File: src/rtl/occ_pkg.sv
// Shared types and helpers for the occupancy gate controller.
package occ_pkg;

   typedef enum logic {IDLE, OPEN} state_t;

   localparam int unsigned CNT_W_DEF = 8;

   // Counts set bits of an up-to-8-bit door vector (narrower vectors are zero-extended).
   function automatic int unsigned popcount(input logic [7:0] v);
      int unsigned n;
      n = 0;
      for (int unsigned i = 0; i < 8; i++) begin
         if (v[i]) n++;
      end
      return n;
   endfunction

endpackage

File: src/rtl/rr_arbiter.sv
// Combinational round-robin arbiter: first requester at or after ptr, wrapping.
module rr_arbiter #(
   parameter int unsigned N_DOORS = 4,
   parameter int unsigned IDX_W   = $clog2(N_DOORS)
) (
   input  logic [N_DOORS-1:0] req,
   input  logic [IDX_W-1:0]   ptr,
   output logic [N_DOORS-1:0] gnt,
   output logic [IDX_W-1:0]   gnt_idx,
   output logic               valid
);

   logic [IDX_W-1:0] idx;

   always_comb begin
      gnt     = '0;
      gnt_idx = '0;
      valid   = 1'b0;
      idx     = '0;
      for (int unsigned off = 0; off < N_DOORS; off++) begin
         idx = IDX_W'((32'(ptr) + off) % N_DOORS);
         if (!valid && req[idx]) begin
            valid    = 1'b1;
            gnt_idx  = idx;
            gnt[idx] = 1'b1;
         end
      end
   end

endmodule

File: src/rtl/occupancy_gate_controller.sv
// Multi-door admission controller: round-robin grant, unlock/pass/timeout sequence,
// and the authoritative occupancy count netted against exits every cycle.
module occupancy_gate_controller
   import occ_pkg::*;
#(
   parameter int unsigned N_DOORS     = 4,
   parameter int unsigned CNT_W       = CNT_W_DEF,
   parameter int unsigned OPEN_CYCLES = 16
) (
   input  logic               clk,
   input  logic               rst_n,
   input  logic [N_DOORS-1:0] entry_req,
   input  logic [N_DOORS-1:0] pass_sensor,
   input  logic [N_DOORS-1:0] exit_evt,
   input  logic [CNT_W-1:0]   max_occupancy,
   output logic [N_DOORS-1:0] door_unlock,
   output logic [CNT_W-1:0]   occupancy,
   output logic               full,
   output logic               busy,
   output logic               timeout_err,
   output logic               underflow_err
);

   localparam int unsigned IDX_W = $clog2(N_DOORS);
   localparam int unsigned TMR_W = $clog2(OPEN_CYCLES);

   state_t             state, state_nxt;
   logic [IDX_W-1:0]   rr_ptr, g_idx, arb_idx;
   logic [N_DOORS-1:0] arb_gnt;
   logic               arb_valid;
   logic [TMR_W-1:0]   timer;

   logic               grant_load, inc, timeout_nxt, underflow_nxt;
   logic [CNT_W+1:0]   exit_cnt;
   logic signed [CNT_W+1:0] occ_sum;
   logic [CNT_W-1:0]   occ_nxt;

   rr_arbiter #(
      .N_DOORS (N_DOORS),
      .IDX_W   (IDX_W)
   ) u_arb (
      .req     (entry_req),
      .ptr     (rr_ptr),
      .gnt     (arb_gnt),
      .gnt_idx (arb_idx),
      .valid   (arb_valid)
   );

   assign full = (occupancy >= max_occupancy);
   assign busy = (state == OPEN);

   always_comb begin
      state_nxt   = state;
      grant_load  = 1'b0;
      inc         = 1'b0;
      timeout_nxt = 1'b0;
      unique case (state)
         IDLE: begin
            if (arb_valid && (occupancy < max_occupancy)) begin
               state_nxt  = OPEN;
               grant_load = 1'b1;
            end
         end
         OPEN: begin
            // Pass on the final timer cycle takes priority over the timeout.
            if (pass_sensor[g_idx]) begin
               inc       = 1'b1;
               state_nxt = IDLE;
            end else if (timer == TMR_W'(OPEN_CYCLES - 1)) begin
               timeout_nxt = 1'b1;
               state_nxt   = IDLE;
            end
         end
         default: state_nxt = IDLE;
      endcase
   end

   // Pass commit and exits are netted in one signed update, then clamped/saturated.
   always_comb begin
      exit_cnt      = (CNT_W + 2)'(popcount(8'(exit_evt)));
      occ_sum       = $signed({2'b00, occupancy}) + $signed({{(CNT_W + 1){1'b0}}, inc})
                      - $signed(exit_cnt);
      underflow_nxt = 1'b0;
      occ_nxt       = occ_sum[CNT_W-1:0];
      if (occ_sum[CNT_W+1]) begin
         occ_nxt       = '0;
         underflow_nxt = 1'b1;
      end else if (occ_sum[CNT_W]) begin
         occ_nxt = '1;
      end
   end

   always_ff @(posedge clk or negedge rst_n) begin
      if (!rst_n) begin
         state         <= IDLE;
         rr_ptr        <= '0;
         g_idx         <= '0;
         timer         <= '0;
         door_unlock   <= '0;
         occupancy     <= '0;
         timeout_err   <= 1'b0;
         underflow_err <= 1'b0;
      end else begin
         state         <= state_nxt;
         occupancy     <= occ_nxt;
         timeout_err   <= timeout_nxt;
         underflow_err <= underflow_nxt;
         if (grant_load) begin
            g_idx       <= arb_idx;
            door_unlock <= arb_gnt;
            timer       <= '0;
            rr_ptr      <= (arb_idx == IDX_W'(N_DOORS - 1)) ? '0 : arb_idx + 1'b1;
         end else if (state == OPEN) begin
            if (state_nxt == IDLE) begin
               door_unlock <= '0;
            end
            timer <= timer + 1'b1;
         end
      end
   end

endmodule
File: config.mk
export PLATFORM = sky130hd
export DESIGN_NAME = occupancy_gate_controller
export DESIGN_NICKNAME = d
export VERILOG_FILES = /design/src/rtl/occ_pkg.sv /design/src/rtl/rr_arbiter.sv /design/src/rtl/occupancy_gate_controller.sv
export SDC_FILE = /design/constraint.sdc
export NUM_CORES = 1
export LEC_CHECK = 0
export ABC_AREA = 1
export BUFFER_PORTS_ARGS = -buffer_cell sky130_fd_sc_hd__buf_2
export CORE_MARGIN = 2
export CORE_UTILIZATION = 55
export CTS_CLUSTER_DIAMETER = 60
export DETAILED_ROUTE_END_ITERATION = 7
export HOLD_SLACK_MARGIN = 0.12
export PLACE_DENSITY = 0.78
export SLEW_MARGIN = 20
export SYNTH_ARGS = -nofsm -noshare
export SYNTH_HDL_FRONTEND = slang
export SYNTH_SLANG_ARGS = --single-unit
File: constraint.sdc
create_clock -name clk -period 7.7 [get_ports clk]
set_input_delay 0.77 -clock clk [delete_from_list [all_inputs] [get_ports clk]]
set_output_delay 0.77 -clock clk [all_outputs]
set_load 0.03 [all_outputs]
==> flow_summary.ini <==
[route]
via_per_inst = 5.18
routedWlPerCell_um = 11.6
drc = 0
first_pass_iters = 6
final_antenna_net_count = 0
drtIter0Drc = 120
num_vias = 2056
postRouteWirelength_um = 4600

[finish]
nNetsFinal = 400
fillers = 372
final_common_cell = nand2_1
drive_gt1_share_pct = 24.2
area_growth_pct = 10.8
final_core_utilization_pct = 64.4
multi_input_area_um2 = 1560
final_cell_mix = nand2_1, inv_1, buf_2
n_antenna_cell = 0
regArea_um2 = 576

[place]
io_buffers = 37
hpwl_um = 3800
routabilityCongestion = 0.834

[timing]
finalCriticalPeriod_ns = 3.27
slew_violations = 0
final-setup-viol-count = 0
timing.setup.tns_ns = 0
timing.final.crit_share_pct = 42.5
hold_violations = 0
slew_headroom_pct = 66.2
skew_ns = 0.00220
fmax_mhz = 306
tightest_slew_ns = 0.507
rsz0062_at_grt = no

[setup_path]
crit_type = in2reg
reg2reg_setup_slack_ns = 4.64
end_kind = register
cp.arrival_ns = 3.43
crit_required_ns = 7.86
worstPathMaxFanout = 6
start_kind = input port

[synth]
synth_nets = 362
post_synth.cell_area_avg_um2 = 7.61
synth_ff_type = dfrtp_1
synthCells = 310
yosys_warnings = 0
ys_types = 36
synth-seq-cells = 23
synthArstFlopShare_pct = 100
synth_edf_count = 0
ys_seq_area_share_pct = 24.4
syn-cell-area_um2 = 2360

[global_routing]
antenna_found_initial = 0
grt.overflow.total = 0
grtUsageMet2_pct = 36.4
globalRouteMet1Util_pct = 27.9
grt_max_degree = 24
grtUsageTotal_pct = 20.7
top_usage_layer = met2
use_met3_pct = 2.18
grt_pass1_wl_um = 8490
grt_pass1_vias = 1972

[power_and_ir_drop]
power_density_nw_per_um2 = 452
vdd_drop_max_uv = 278
power.leakage_uw = 0.00146

[clock_tree]
cts.sink_count = 23
path_clk_slew_ns = 0.08
clk_latency_ns = 0.25
numCtsBuffers = 3
holdBufCountCts = 0
cts_tree = built
postCtsSetupBuffers = 0
cts-root-buf = clkbuf_8
post_cts_resized = 0
clockBufferDepth = 2
htreeDepth = 1

[die]
die_w_um = 69.5
chipHeight_um = 69.5
initial_utilization_pct = 58.1
io_pins = 38
die_area_um2 = 4830
core_area_um2 = 4060
rows = 23

[run_status]
status = completed

[min_path]
hp-class = in2async

[job]
max-cap-violations = 0
-- cells by family after synthesis --
logic type | count (synthesis) | synth area share, %
simple gates | 165 | 39.0
buf+inv | 52 | 9.44
compound gates | 31 | 7.75
fa+ha+maj | 30 | 16.2
flops | 23 | 24.4
xor+xnor | 8 | 2.97
other cells | 1 | 0.159
-- routing by layer --
| metal | part of all wire, % | vias to the layer above |
|---|---|---|
| met2 | 50 | 28 |
| met3 | 2.5 | 2 |
| met1 | 47 | 953 |
| met4 | 0.30 | 0 |
| met5 | 0 | - |
| li1 | - | 1073 |
-- through the flow --
step                hold slack (ns)  std cells  cell area, um2  setup WS, ns  power, uW
global route                  0.513        397            2610          4.01       1320
finish                        0.471        397            2610          4.43       1180
floorplan                     0.459        310            2360          4.56        953
CTS                           0.490        397            2610          4.40       1190
detailed placement            0.492        393            2570          4.15       1110
global placement              0.487        393            2570          4.30       1090
-- critical path: stages --
cell and delay (ns):
buf_2 0.09, inv_1 0.04, nor2_1 0.03, a21oi_1 0.12
nor2_1 0.05, a21oi_1 0.20, nor2_1 0.08, ha_1 0.25
ha_1 0.28, xor2_1 0.17, ha_1 0.36, a21oi_1 0.17
a21boi_0 0.18, nor2_4 0.14, nand4_2 0.13, nor2_4 0.15
inv_2 0.08, nand2_1 0.08, inv_1 0.04
-- cells in the mapped netlist, drive strengths merged, types with 3 or more instances --
master / instances / area, um2
xor2: 4 / 35.0
inv: 48 / 185
xnor2: 4 / 35.0
a21boi: 5 / 37.5
nand3b: 3 / 26.3
dfrtp: 23 / 576
ha: 29 / 363
nand4: 11 / 87.6
nor2: 20 / 120
buf: 3 / 33.8
a21oi: 13 / 65.1
nand3: 40 / 245
o21ai: 11 / 66.3
nand2: 86 / 403
-- state kept, by name, summed over array words and instances, names as in the netlist --
| register | count |
|---|---|
| occupancy | 8 |
| door_unlock | 4 |
| busy | 1 |
| g_idx | 2 |
| underflow_err | 1 |
| timeout_err | 1 |
| timer | 4 |
| rr_ptr | 2 |
-- path summary, 6_finish.rpt --
| check | from | end | cells past startpoint |
|---|---|---|---|
| setup / recovery | pass_sensor[0] | occupancy[5] | 19 |
| hold / removal | rst_n | door_unlock[3] | 1 |
| setup reg to reg | g_idx[0] | occupancy[5] | 17 |
| hold reg to reg | door_unlock[2] | door_unlock[2] | 2 |
| max in group asynchronous | rst_n | occupancy[2] | 1 |
| min in group clk | door_unlock[2] | door_unlock[2] | 2 |
-- final cells by class --
| cell class | instances | area share (%) |
|---|---|---|
| inverter | 48 | 7.08 |
| sequential | 23 | 22.0 |
| tap | 50 | 2.39 |
| clock buffer | 4 | 1.72 |
| timing repair buffer | 37 | 7.08 |
| multi-input combinational | 235 | 59.7 |
-- power by group --
part           switching (uW)  total [uW]  internal [uW]
clock network            35.6        72.4           36.8
logic                     549         856            307
registers                76.4         253            177
total                     661        1180            521
Power figures use the tool's default switching activity.
